[src/rtl/spi_rx_ram_writer_pkg.sv]
// spi_ram_pkg: shared types and defaults for the SPI-to-RAM writer.
//   state_t  - writer FSM states
//   *_DEF    - default RAM word-address width, depth and byte-length width
//   lane_be  - one-hot byte enable for a given byte lane
package spi_ram_pkg;

   localparam int ADDR_W_DEF = 15;
   localparam int DEPTH_DEF  = 20480;
   localparam int LEN_W_DEF  = 17;

   typedef enum logic [1:0] {
      ST_IDLE    = 2'd0,
      ST_COLLECT = 2'd1,
      ST_WRITE   = 2'd2,
      ST_DONE    = 2'd3
   } state_t;

   function automatic logic [3:0] lane_be(input logic [1:0] lane);
      return 4'b0001 << lane;
   endfunction

endpackage

[src/rtl/spi_rx_ram_writer_if.sv]
// spi_rx_ram_writer_if: byte stream in, Avalon-MM write master out.
//   s_data/s_valid/s_ready                  - incoming SPI byte stream
//   m_chipselect/m_write/m_address/
//   m_writedata/m_byteenable/m_waitrequest  - RAM Avalon-MM port
// modport master: the writer's view; modport slave: the stream source / RAM side.
interface spi_rx_ram_writer_if #(
   parameter int ADDR_W = spi_ram_pkg::ADDR_W_DEF
);

   logic [7:0]        s_data;
   logic              s_valid;
   logic              s_ready;
   logic              m_chipselect;
   logic              m_write;
   logic [ADDR_W-1:0] m_address;
   logic [31:0]       m_writedata;
   logic [3:0]        m_byteenable;
   logic              m_waitrequest;

   modport master (
      input  s_data, s_valid, m_waitrequest,
      output s_ready, m_chipselect, m_write, m_address, m_writedata, m_byteenable
   );

   modport slave (
      output s_data, s_valid, m_waitrequest,
      input  s_ready, m_chipselect, m_write, m_address, m_writedata, m_byteenable
   );

endinterface

[src/rtl/spi_rx_ram_writer_word_packer.sv]
// spi_ram_word_packer: packs bytes little-endian into a 32-bit word.
//   clear_i     - empty the word (data, enables and lane index to 0)
//   load_i      - store data_i into the current lane and advance the lane
//   word_o      - packed word, unfilled lanes are 0
//   be_o        - byte enables of the filled lanes
//   last_lane_o - the next load fills lane 3 and completes the word
module spi_ram_word_packer
   import spi_ram_pkg::*;
(
   input  logic        clk,
   input  logic        reset_n,
   input  logic        clear_i,
   input  logic        load_i,
   input  logic [7:0]  data_i,
   output logic [31:0] word_o,
   output logic [3:0]  be_o,
   output logic        last_lane_o
);

   logic [31:0] word_q, word_d;
   logic [3:0]  be_q, be_d;
   logic [1:0]  lane_q, lane_d;

   always_comb begin
      word_d = word_q;
      be_d   = be_q;
      lane_d = lane_q;
      if (clear_i) begin
         word_d = '0;
         be_d   = '0;
         lane_d = '0;
      end else if (load_i) begin
         word_d[{lane_q, 3'b000} +: 8] = data_i;
         be_d   = be_q | lane_be(lane_q);
         lane_d = lane_q + 2'd1;
      end
   end

   always_ff @(posedge clk or negedge reset_n) begin
      if (!reset_n) begin
         word_q <= '0;
         be_q   <= '0;
         lane_q <= '0;
      end else begin
         word_q <= word_d;
         be_q   <= be_d;
         lane_q <= lane_d;
      end
   end

   assign word_o      = word_q;
   assign be_o        = be_q;
   assign last_lane_o = (lane_q == 2'd3);

endmodule

[src/rtl/spi_rx_ram_writer.sv]
// spi_rx_ram_writer: lands an SPI byte stream in RAM as 32-bit words.
//   clk, reset_n          - clock, async active-low reset
//   start                 - one-cycle request, latches base_addr/byte_len
//   base_addr, byte_len   - first RAM word address, number of bytes
//   busy, done, err_range - transfer status (done/err_range are 1-cycle pulses)
//   bus (master)          - byte stream in, Avalon-MM write master out
//
// state      | meaning
// -----------+-------------------------------------------------------
// ST_IDLE    | waiting for start; range/zero-length checks made here
// ST_COLLECT | s_ready=1, packing bytes until word full or bytes exhausted
// ST_WRITE   | Avalon write of the packed word, held while waitrequest
// ST_DONE    | one-cycle done (and err_range on a rejected request)
module spi_rx_ram_writer
   import spi_ram_pkg::*;
#(
   parameter int ADDR_W = ADDR_W_DEF,
   parameter int DEPTH  = DEPTH_DEF,
   parameter int LEN_W  = LEN_W_DEF
) (
   input  logic              clk,
   input  logic              reset_n,
   input  logic              start,
   input  logic [ADDR_W-1:0] base_addr,
   input  logic [LEN_W-1:0]  byte_len,
   output logic              busy,
   output logic              done,
   output logic              err_range,
   spi_rx_ram_writer_if.master bus
);

   state_t            state_q, state_d;
   logic [ADDR_W-1:0] addr_q, addr_d;
   logic [LEN_W-1:0]  remain_q, remain_d;
   logic              err_q, err_d;

   logic              pk_clear, pk_load, pk_last_lane;
   logic [31:0]       pk_word;
   logic [3:0]        pk_be;

   // Request end address, one bit wider than the RAM address so the sum of
   // base and rounded-up word count cannot overflow.
   logic [LEN_W:0]    len_round;
   logic [ADDR_W:0]   req_words;
   logic [ADDR_W:0]   req_end;
   logic              range_bad;

   assign len_round = {1'b0, byte_len} + (LEN_W+1)'(3);
   assign req_words = (ADDR_W+1)'(len_round[LEN_W:2]);
   assign req_end   = {1'b0, base_addr} + req_words;
   assign range_bad = (req_end > (ADDR_W+1)'(DEPTH));

   spi_ram_word_packer u_packer (
      .clk         (clk),
      .reset_n     (reset_n),
      .clear_i     (pk_clear),
      .load_i      (pk_load),
      .data_i      (bus.s_data),
      .word_o      (pk_word),
      .be_o        (pk_be),
      .last_lane_o (pk_last_lane)
   );

   always_comb begin
      state_d  = state_q;
      addr_d   = addr_q;
      remain_d = remain_q;
      err_d    = err_q;
      pk_clear = 1'b0;
      pk_load  = 1'b0;
      case (state_q)
         ST_IDLE: begin
            if (start) begin
               if (byte_len == '0) begin
                  err_d   = 1'b0;
                  state_d = ST_DONE;
               end else if (range_bad) begin
                  err_d   = 1'b1;
                  state_d = ST_DONE;
               end else begin
                  err_d    = 1'b0;
                  addr_d   = base_addr;
                  remain_d = byte_len;
                  pk_clear = 1'b1;
                  state_d  = ST_COLLECT;
               end
            end
         end
         ST_COLLECT: begin
            if (bus.s_valid) begin
               pk_load  = 1'b1;
               remain_d = remain_q - LEN_W'(1);
               if (pk_last_lane || (remain_q == LEN_W'(1))) begin
                  state_d = ST_WRITE;
               end
            end
         end
         ST_WRITE: begin
            if (!bus.m_waitrequest) begin
               addr_d   = addr_q + ADDR_W'(1);
               pk_clear = 1'b1;
               state_d  = (remain_q == '0) ? ST_DONE : ST_COLLECT;
            end
         end
         ST_DONE: begin
            state_d = ST_IDLE;
         end
         default: begin
            state_d = ST_IDLE;
         end
      endcase
   end

   always_ff @(posedge clk or negedge reset_n) begin
      if (!reset_n) begin
         state_q  <= ST_IDLE;
         addr_q   <= '0;
         remain_q <= '0;
         err_q    <= 1'b0;
      end else begin
         state_q  <= state_d;
         addr_q   <= addr_d;
         remain_q <= remain_d;
         err_q    <= err_d;
      end
   end

   assign busy             = (state_q == ST_COLLECT) || (state_q == ST_WRITE);
   assign done             = (state_q == ST_DONE);
   assign err_range        = (state_q == ST_DONE) && err_q;
   assign bus.s_ready      = (state_q == ST_COLLECT);
   assign bus.m_chipselect = (state_q == ST_WRITE);
   assign bus.m_write      = (state_q == ST_WRITE);
   assign bus.m_address    = addr_q;
   assign bus.m_writedata  = pk_word;
   assign bus.m_byteenable = pk_be;

endmodule

[src/flat_wrapper.sv]
// flat-port wrapper written by rule: the top's interface ports become plain ports
module spi_rx_ram_writer_flat import spi_ram_pkg::*;
#(
   parameter int ADDR_W = ADDR_W_DEF,
   parameter int DEPTH  = DEPTH_DEF,
   parameter int LEN_W  = LEN_W_DEF
)
  (clk, reset_n, start, base_addr, byte_len, busy, done, err_range, bus_s_data, bus_s_valid, bus_m_waitrequest, bus_s_ready, bus_m_chipselect, bus_m_write, bus_m_address, bus_m_writedata, bus_m_byteenable);
  spi_rx_ram_writer_if #(.ADDR_W(ADDR_W)) bus_i ();
  input  logic clk;
  input  logic reset_n;
  input  logic start;
  input  logic [ADDR_W-1:0] base_addr;
  input  logic [LEN_W-1:0] byte_len;
  output logic busy;
  output logic done;
  output logic err_range;
  input wire logic [$bits(bus_i.s_data)-1:0] bus_s_data;
  input wire logic [$bits(bus_i.s_valid)-1:0] bus_s_valid;
  input wire logic [$bits(bus_i.m_waitrequest)-1:0] bus_m_waitrequest;
  output wire logic [$bits(bus_i.s_ready)-1:0] bus_s_ready;
  output wire logic [$bits(bus_i.m_chipselect)-1:0] bus_m_chipselect;
  output wire logic [$bits(bus_i.m_write)-1:0] bus_m_write;
  output wire logic [$bits(bus_i.m_address)-1:0] bus_m_address;
  output wire logic [$bits(bus_i.m_writedata)-1:0] bus_m_writedata;
  output wire logic [$bits(bus_i.m_byteenable)-1:0] bus_m_byteenable;
  assign bus_i.s_data = bus_s_data;
  assign bus_i.s_valid = bus_s_valid;
  assign bus_i.m_waitrequest = bus_m_waitrequest;
  assign bus_s_ready = bus_i.s_ready;
  assign bus_m_chipselect = bus_i.m_chipselect;
  assign bus_m_write = bus_i.m_write;
  assign bus_m_address = bus_i.m_address;
  assign bus_m_writedata = bus_i.m_writedata;
  assign bus_m_byteenable = bus_i.m_byteenable;
  spi_rx_ram_writer #(.ADDR_W(ADDR_W), .DEPTH(DEPTH), .LEN_W(LEN_W)) u_core (.clk(clk), .reset_n(reset_n), .start(start), .base_addr(base_addr), .byte_len(byte_len), .busy(busy), .done(done), .err_range(err_range), .bus(bus_i));
endmodule
[config.mk]
export PLATFORM = sky130hd
export DESIGN_NAME = spi_rx_ram_writer_flat
export DESIGN_NICKNAME = d
export VERILOG_FILES = /design/src/rtl/spi_rx_ram_writer_pkg.sv /design/src/rtl/spi_rx_ram_writer_if.sv /design/src/rtl/spi_rx_ram_writer_word_packer.sv /design/src/rtl/spi_rx_ram_writer.sv /design/src/flat_wrapper.sv
export SDC_FILE = /design/constraint.sdc
export NUM_CORES = 1
export LEC_CHECK = 0
export CAP_MARGIN = 20
export CELL_PAD_IN_SITES_DETAIL_PLACEMENT = 0
export CELL_PAD_IN_SITES_GLOBAL_PLACEMENT = 2
export CORE_ASPECT_RATIO = 1.75
export CORE_UTILIZATION = 34
export DETAILED_ROUTE_END_ITERATION = 16
export PLACE_DENSITY_LB_ADDON = 0.1
export RECOVER_POWER = 50
export SLEW_MARGIN = 0
export SYNTH_ARGS = -nofsm -noshare
export SYNTH_HDL_FRONTEND = slang
export SYNTH_SLANG_ARGS = --single-unit
[constraint.sdc]
create_clock -name clk -period 4.05 [get_ports clk]
set_input_delay 0.6075 -clock clk [delete_from_list [all_inputs] [get_ports clk]]
set_output_delay 0.6075 -clock clk [all_outputs]
set_load 0.1 [all_outputs]
# Word-level counts from Yosys, hierarchy flattened
# Cells that the tools add are included.
[op_classes]
bitwise = 1
multipliers = 0
n_lt_le_gt_ge = 1
add_sub_neg = 6
mux = 34
n_reduce_logical = 13
eq_ne = 11
n_div = 0
n_shift = 3
[op_table]
columns = ["op", "count"]
rows = [
  ["2-to-1 mux 17 bit", 4],
  ["2-to-1 mux 32 bit", 2],
  ["2-to-1 mux 15 bit", 4],
  ["logical NOT 17 bit", 2],
  ["case mux 17 bit (2 select lines)", 1],
  ["bitwise mux 32 bit", 1],
  ["variable shift 8 x 7 -> 32 bit (first input constant)", 1],
  ["indexed part select 8 x 7 -> 32 bit", 1],
  ["case mux 15 bit (2 select lines)", 1],
  ["adder 17 x 2 -> 18 bit (second input constant)", 1],
  ["2-to-1 mux 2 bit", 9],
  ["== test 17 x 1 -> 1 bit (second input constant)", 1],
  ["subtractor 17 x 1 -> 17 bit (second input constant)", 1],
  ["adder 15 x 16 -> 16 bit", 1],
  ["greater-than comparator 16 x 15 -> 1 bit (second input constant)", 1],
  ["adder 15 x 1 -> 15 bit (second input constant)", 1],
  ["!= test 2 bit (second input constant)", 5],
  ["AND reduction 5 bit", 2],
  ["2-to-1 mux 1 bit", 8],
  ["2-to-1 mux 4 bit", 2],
  ["case mux 2 bit (4 select lines)", 1],
  ["negator 5 -> 7 bit", 1],
  ["== test 2 bit (second input constant)", 3],
  ["nonzero test 2 bit", 3],
  ["other kinds (11)", 12],
]
[word_totals]
ram_bits = 0
mem_bits_ro = 0
out_inout_bits = 57
memories = 0
reg_bits = 73
latchBits = 0

# Depth between registers and ports, before layout
[depth]
word_depth = 8
depth_mapped = 21
ltp_nobuf = 19

# Cells and area by module
# A second synthesis with hierarchy kept.
[hier_totals]
hier_cells = 624
hier_area_um2 = 5427.7
[modules_own_cells]
columns = ["mod", "seq_area_each_um2", "instances", "area_each_um2", "cells_each"]
rows = [
  ["spi_rx_ram_writer", 875.8, 1, 3743.6, 497],
  ["spi_ram_word_packer", 950.9, 1, 1684.1, 127],
]

# Least setup slack after synthesis
# Ideal clock, no wire load.
[synth_timing]
path_kind = "input-to-reg"
startpoint = "input byte_len[1]"
endpoint = "register u_core.addr_q[8], in the netlist u_core.bus.m_address[8]"
path_stages = 19
path_slack_ns = -0.294
required_time_ns = 3.956
arrival_time_ns = 4.249
cell_sequence = "o211a_1 -> and3_1 -> nand3_1 -> nor2_1 -> nand3_1 -> nor2_1 -> and2_1 -> nand3_1 -> xnor2_1 -> ha_1 -> and2_1 -> a311o_1 -> o41ai_2 -> xor2_1 -> o31a_1 -> a41oi_1 -> buf_4 -> o22ai_1 -> a221oi_2"
[synth_via]
elab_chain_len = 5
elab_cells_between_ends = 7
[synth_lines]
columns = ["element", "line", "text"]
rows = [
  ["from (decl)", "flat_wrapper.sv:14", "input logic [LEN_W-1:0] byte_len;"],
  ["adder 17 x 2 -> 18 bit", "spi_rx_ram_writer.sv:48", "assign len_round = {1'b0, byte_len} + (LEN_W+1)'(3);"],
  ["adder 15 x 16 -> 16 bit", "spi_rx_ram_writer.sv:50", "assign req_end = {1'b0, base_addr} + req_words;"],
  ["greater-than comparator 16 x 15 -> 1 bit", "spi_rx_ram_writer.sv:51", "assign range_bad = (req_end > (ADDR_W+1)'(DEPTH));"],
  ["!= test 2 bit (no source line)", "--", ""],
  ["AND reduction 5 bit (no source line) *", "--", ""],
  ["to (signal assigned)", "spi_rx_ram_writer.sv:122", "addr_q <= addr_d;"],
  ["to (decl)", "spi_rx_ram_writer.sv:33", "logic [ADDR_W-1:0] addr_q, addr_d;"],
]
# Mark *: on every way between the ends. The rest lies on a longest branch, timed or not.
# A chain may end at the register's enable or synchronous reset.

# Final worst setup path
[layout_timing]
startpoint = "input byte_len[1]"
endpoint = "register u_core.addr_q[4], in the netlist u_core.bus.m_address[4]"
# The elaborated chain is that of the path after synthesis.

==> impl_summary.md <==
Synthesis
Synthesis handed over a netlist of 592 instances. The mapped netlist covers 5280 sq um. The number of nets handed over by synthesis was roughly 670. Among all flip-flop cells after synthesis, the most frequent one is dfrtp_1. The cell taking the most area after synthesis is dfrtp_1. The cell with the most instances after synthesis is dfrtp_1. The sequential area share after synthesis is 34.6%. In this run the biggest area consumer among cell types represents 34.6% of the synthesized area. The count of yosys warnings during synthesis is 0. The number of distinct standard cells referenced by the synthesized netlist is 78. A synthesized cell averages 8.93 sq um. After synthesis the netlist holds a flip-flop and latch count of 73. The async set or reset register ratio after synthesis is 100%. The commonest cells after synthesis are 73 x dfrtp_1, 63 x nor2_1, 39 x nand2_1, 38 x a21oi_1. Counting flops with a built-in enable in the synthesized netlist gives 0. By area the synthesized netlist is led by dfrtp_1 35%, ha_1 7.1%, nor2_1 4.5%.

Routing
The detail-routed via count per cell is 5.78. After detailed routing, the average wire length per cell comes to 21.3 um. The detailed router's first-iteration violation count is 211.

After detailed routing, the number of remaining DRC violations is 0. The count of nets left with antenna violations once routing finished came out at 0. The routed layout has around 5.7k vias.

The first-pass detailed-route iteration total is 5. Wires add up to 20900 um.

Die
For this configuration, the core starts out at a cell density of 35.1%. The initialized floorplan defines 59 standard-cell rows. For this design the top-level I/O count stands at 102. The die outline width is 96.2 um. The overall die height is 167 um. The floorplan step defined a core boundary enclosing 15100 sq um.

The floorplan step defined a die boundary enclosing 16100 sq um.

Placed design
The congestion estimate from routability-driven global placement came to 0.854. Before CTS, the worst setup slack after placement is -0.895 ns. Summed over all nets, the half-perimeter wirelength after detailed placement is around 15000 um.

The placed cell count is 940. Port buffering added between 100 and 150 buffers.

Timing
The number of hold-slack violations in the final timing report is 0. Across all setup checks in the final design, the least slack found is -0.0295 ns. The post-route setup TNS is -0.114 ns.

Based on the critical path, the design can be clocked at up to 245 MHz. Setup violations remaining at the end of the flow were counted as 10. The share of the clock period used by the worst path after layout is 101%. The final critical-path required period is 4.08 ns. The actual transition at the worst max-transition pin is 2.00 ns. The final-report max-slew violation count is 74. Between clock sinks in the finished design, the worst skew comes to between 0.01 and 0.015 ns. The worst max-slew margin expressed relative to the limit is -33.1%.

Setup repair after global routing could not meet its margin everywhere.

Clocking
In this run the number of H-tree levels came out at 3. The clock tree from TritonCTS is done. The longest clock path from root to sink contains 2 buffers.

The clock-pin slew on the worst setup and hold paths is 0.07 ns. Buffers inserted during clock tree synthesis total 9. The root buffer cell is clkbuf_16.

The clock network latency to the later pin of the worst-skew pair is 0.35 ns. CTS saw 73 sinks.

Critical path
The required time reported for the critical path endpoint is 4.30 ns. The endpoint kind of the worst setup timing path is a flip-flop. The data arrival time of the critical path is 4.33 ns. The launching element type of the critical path is a primary input. Of all nets on the critical path, the largest fanout is 6.

In this run the register-to-register setup slack is 1.15 ns. The type of the worst setup path is primary input to flip-flop.

Power
Net switching is 52.1% of the power. The relative contribution of the clock network to total power is between 10% and 20%. The static leakage is 3.44 nW. Registers are responsible for 19.6% of the overall power.

Power comes to 6.24 mW. The switching power summed over all nets is about 3.3 mW. VDD sags by at most just under 0.7 mV. Power spread over the standard cell area amounts to about 740 nW/um^2. The internal power of the cells totals around 3.0 mW. Combinational logic burns 65.1% of the power.

Global routing
The initial antenna violation count is 0. Entering global routing, the biggest net connects 74 pins. The wire length of the first global-routing pass is 31000 um.

The number of global-route vias before repair is 5809. Global routing consumed, over all layers together, 25.9% of the routing resources. The leftover overflow at the end of global routing is 0.

Final layout
Of the cells placed in the final design, the portion with a size suffix greater than 1 is about a third. Leaving out filler cells and counting taps, the final layout contains 981. 0 antenna diodes ended up in the layout. From synthesis to final layout, the design area changed by 58.5%. The net count of the finished layout is 869. Measured on the finished design, the core utilization comes to 55.6%.

Flow run
Across the run, the number of max-cap violations was 1.

Status
The flow ran to the end, but the final reports show violations. The final reports fail on max-capacitance violations, max-slew violations, negative setup slack.

Hold path
The class of the worst hold path is flip-flop to flip-flop.
==> per-layer routing <==
layer  GRT usage, %  routed length, um  share of wire (%)
met5              0                  0                  0
met4           14.9               1160                5.6
met3           3.74                790                3.8
met2           48.4              11600                 56
met1           26.1               7320                 35
==> kinds of logic after synthesis <==
kind of cell	Yosys count	share of synthesized area (%)
AND/OR/NAND/NOR	192	17.9
XOR/XNOR	25	4.14
AO/OA/AOI/OAI	205	29.7
flip-flops	73	34.6
adder cells (fa/ha/maj)	31	7.48
multiplexers	3	0.568
buffers and inverters	63	5.59
==> final timing paths <==
| check | depth (start not counted) | start | end |
|---|---|---|---|
| worst max-delay path | 20 | byte_len[1] | u_core.bus.m_address[4] |
| worst min-delay path | 2 | u_core.err_q | u_core.err_q |
| worst max register to register | 7 | u_core.remain_q[4] | u_core.remain_q[16] |
| worst min register to register | 2 | u_core.err_q | u_core.err_q |
| max in group asynchronous | 1 | reset_n | u_core.bus.m_address[3] |
| min in group asynchronous | 1 | reset_n | u_core.u_packer.word_o[2] |
==> area by class of cell <==
class / count / area [sq um]
clock buffers: 9 / 225
flip-flops and latches: 73 / 1830
repair buffers: 223 / 2140
inverters: 29 / 109
clock inverters: 7 / 124
multi-input cells: 457 / 3720
well taps: 183 / 229
fillers: 1388 / 6690
==> per-stage QoR <==
stage / hold slack, ns / area (sq um)
after detailed placement: 0.475 / 7170
after CTS: 0.476 / 7870
after floorplan: 0.312 / 5370
after global routing: 0.522 / 8370
after global placement: 0.461 / 7170
final: 0.493 / 8370
==> cell usage in the layout, fill, tap and decap left out, types with 19 or more instances in the layout <==
cell type and count:
nor2_1 26, clkdlybuf4s50_1 88, nand3_1 19, ha_1 29, buf_6 21, buf_4 97, a21oi_1 34, a22oi_1 30
dfrtp_1 73, nor2_4 29, o21ai_0 24, nand2_1 35, inv_1 29
==> power by group through the flow <==
stage	clock network, mW	logic, mW	registers (mW)
3_5_place_dp	0	3.45	1.21
6_report	0.956	4.06	1.22
4_1_cts	0.982	3.70	1.20
2_1_floorplan	0	1.66	2.04
5_1_grt	1.01	4.28	1.25
3_3_place_gp	0	3.40	1.20
==> critical path, stage by stage <==
cell,delay [ns]
buf_6,0.07
o211a_4,0.17
and3_4,0.20
nand3_4,0.07
nor2_4,0.16
buf_6,0.12
nand2_4,0.05
xnor2_2,0.15
ha_1,0.37
and3_4,0.21
a22oi_2,0.19
nand2b_1,0.12
a2111oi_4,0.34
nor4_2,0.10
a311o_2,0.44
buf_6,0.15
a41oi_4,0.31
buf_6,0.18
o22ai_2,0.08
a221oi_2,0.24
==> registers in the layout (all words and copies together) (netlist names) <==
| name | flops |
|---|---|
| u_core.u_packer.be_o | 4 |
| u_core.remain_q | 17 |
| u_core.bus.m_address | 15 |
| u_core.state_q | 2 |
| u_core.err_q | 1 |
| u_core.u_packer.word_o | 32 |
| u_core.u_packer.lane_q | 2 |
==> repair_timing <==
| action | in CTS | in global routing |
|---|---|---|
| gates resized for setup | 61 | 105 |
| gates cloned | 4 | 5 |
| endpoints found under the setup margin | 72 | 71 |
| hold buffers | 0 | 0 |
| buffers inserted | 16 | 2 |
| pin swaps | 29 | 52 |
No activity file was read; power rests on OpenSTA's default activity.
==> RTL change: new RTL, same flow settings <==
`LEN_W_DEF`: 17 -> 13.
--- a/src/rtl/spi_rx_ram_writer_pkg.sv
+++ b/src/rtl/spi_rx_ram_writer_pkg.sv
@@ -6,7 +6,7 @@
 
    localparam int ADDR_W_DEF = 15;
    localparam int DEPTH_DEF  = 20480;
-   localparam int LEN_W_DEF  = 17;
+   localparam int LEN_W_DEF  = 13;
 
    typedef enum logic [1:0] {
       ST_IDLE    = 2'd0,
Interface: changed (resized byte_len); port bits go from 102 to 98. No check against the original RTL was run, so the function may have changed too.
==> RTL change against the original RTL <==
The run ends with max-capacitance violations, max-slew violations left. Clock skew shrank 0.0047 ns. Setup slack gained 0.14 ns. Global-route usage down 2.1 points. Sequential cell count down 4. Synthesized area is 9.6% lower. Power fell by 15%. Routed wire length down 15%. Design area shrank 13%. Largest cell class unchanged.
==> RTL change: results (changes against the original RTL) <==
| Metric | Value |
|---|---|
| Startpoint of the lowest-slack hold path | u_core.u_packer.be_o[0] |
| Number of DRC markers after the initial detailed-route iteration | 254 (+20%) |
| Max_cap viols | 1 (unchanged) |
| Critical-path maximum fanout | 7 (+1) |
| Share of the yosys chip area belonging to registers | 0.361 (+0.0157) |
| Routed Wire Length | 17800 um (-15%) |
| Multiplexer share of the synthesized area | 0.0170 (+0.0113) |
| Total die area | 0.0145 mm2 (-9.4%) |
| Internal power of the cells | 0.00255 W (-14%) |
| Slack of the worst reg-to-reg path | 1.36 ns (+0.21 ns) |
| Relative slew margins | -0.630 (-0.298) |
| Post-Place Cells | 873 (-7.1%) |
| Total routed wire length on the met1 layer | 6260 um (-15%) |
| Worst reg2reg path startpoint | u_core.state_q[1] |
| Slew Limit Fails | 44 (-41%) |
| Leak | 3.23 nW (-6.1%) |
| GRT Util Overall | 0.238 (-0.0210) |
| Fraction of the mapped netlist area in adder cells | 0.0749 (+0.0000800) |
| Synth unique cells | 67 (-14%) |
| Outcome | finished, violations left |
| Routing usage on met3 | 0.0287 (-0.00871) |
| Dominant cells by area after synthesis | sky130_fd_sc_hd__dfrtp_1, sky130_fd_sc_hd__ha_1, sky130_fd_sc_hd__a22oi_1, sky130_fd_sc_hd__nor2_1, sky130_fd_sc_hd__a31oi_1 |
| First-pass GRT wire length | 26800 um (-14%) |
| Pre-CTS WS | -0.835 ns (+0.0607 ns) |
| Final Skew | 0.00850 ns (-0.00469 ns) |
| PortBufs | 97 (-4.0%) |
| Area fraction in compound gates after synthesis | 0.256 (-0.0411) |
| Failing checks | max-capacitance violations, max-slew violations |
| Post-Synthesis Net Count | 621 (-7.0%) |
| Final RePlAce weighted congestion | 0.864 (+1.2%) |
| Post-Synth XOR/XNOR Area | 0.0330 (-0.00844) |
| Post-synthesis area per instance | 8.65 um2 (-3.0%) |
| Critical Path Max Stage Delay | 0.31 ns (-0.13 ns) |
| Largest net degree at the start of global routing | 44 (-41%) |
| Total number of vias | 5112 (-9.8%) |
| Hold Path Sink | u_core.u_packer.be_o[0] |
| Number of nets in the final layout | 800 (-7.9%) |
| IR Drop Worst-Case VDD | 0.549 mV (-20%) |
| Crit path max-delay cell type | sky130_fd_sc_hd__ha_1 |
| Detailed Place HPWL | 13000 um (-14%) |
| Post-DR vias/cell | 5.60 (-3.1%) |
| Critical Path AT | 4.15 ns (-0.18 ns) |
| Met2 usage | 0.458 (-0.0252) |
| Met1 usage | 0.247 (-0.0131) |
| Latest clock arrival within the worst-skew pair | 0.33 ns (-0.02 ns) |
| Layout cells sized above 1 | 0.246 (-0.0761) |
| Capture instance of the worst register-to-register path | u_core.u_packer.word_o[4] |
| Detailed route wirelength on metal2 | 10100 um (-13%) |
[RTL change: cell count changes in the layout (fill, tap and decap cells not counted), moves of 11 or more]
cell / before / now
sky130_fd_sc_hd__a21oi_1: 34 / 15
sky130_fd_sc_hd__a31oi_1: 5 / 29
sky130_fd_sc_hd__buf_6: 21 / 4
sky130_fd_sc_hd__clkdlybuf4s50_1: 88 / 64
sky130_fd_sc_hd__dlygate4sd3_1: 0 / 23
sky130_fd_sc_hd__nor2_1: 26 / 57
sky130_fd_sc_hd__nor2_2: 11 / 0
sky130_fd_sc_hd__nor2_4: 29 / 3
[RTL change: kinds of logic (layout without fill, tap and decap cells)]
kind of cell             Yosys count  in the layout
AO/OA/AOI/OAI                    171            171
XOR/XNOR                          18             18
adder cells (fa/ha/maj)           28             28
buffers and inverters             56            240
flip-flops                        69             69
multiplexers                       8              8
AND/OR/NAND/NOR                  202            202
[RTL change: how the worst max path moves through the flow]
stage / slack [ns] / cells after the start / startpoint / to
2_1_floorplan: 0.03 / 20 / byte_len[0] / u_core.bus.m_address[9]
4_1_cts: 0.002 / 20 / byte_len[1] / u_core.bus.m_address[2]
3_3_place_gp: -0.72 / 21 / byte_len[0] / u_core.bus.m_address[5]
3_5_place_dp: -0.83 / 21 / byte_len[0] / u_core.remain_q[12]
5_1_grt: -0.06 / 23 / byte_len[1] / u_core.u_packer.word_o[17]
6_report: 0.11 / 24 / byte_len[1] / u_core.u_packer.word_o[9]
[RTL change: layout make-up]
type / count / area (um2)
fillers: 1294 / 6450
clock inverters: 5 / 106
well taps: 177 / 221
flip-flops and latches: 69 / 1730
multi-input cells: 427 / 3080
repair buffers: 197 / 1820
inverters: 27 / 101
clock buffers: 11 / 253
[RTL change: what timing repair did]
action                                  in CTS  in global routing
buffers inserted                             9                 10
resized for setup                           40                 34
pin swaps                                   20                 25
cloned                                       1                  5
endpoints found under the setup margin      67                 66
[RTL change: power by group through the flow]
stage	clock network (W)	logic [W]	registers, W
detailed placement	0	0.00303	0.00114
CTS	0.000964	0.00311	0.00113
finish	0.000947	0.00322	0.00113
global placement	0	0.00300	0.00114
global route	0.000994	0.00341	0.00117
floorplan	0	0.00138	0.00193
[RTL change: stage by stage]
stage | area (um2) | hold WS, ns | util
5_1_grt | 7310 | 0.534 | 0.531
2_1_floorplan | 4780 | 0.312 | -
3_3_place_gp | 6420 | 0.485 | 0.467
3_5_place_dp | 6420 | 0.493 | 0.467
4_1_cts | 7010 | 0.458 | 0.509
6_report | 7310 | 0.497 | 0.531
[RTL change: critical path, delay by kind of cell]
kind | cells | cell delay (ns)
xor+xnor | 1 | 0.17
simple gates | 5 | 0.41
buf+inv | 9 | 1.30
compound gates | 8 | 1.34
fa+ha+maj | 1 | 0.31
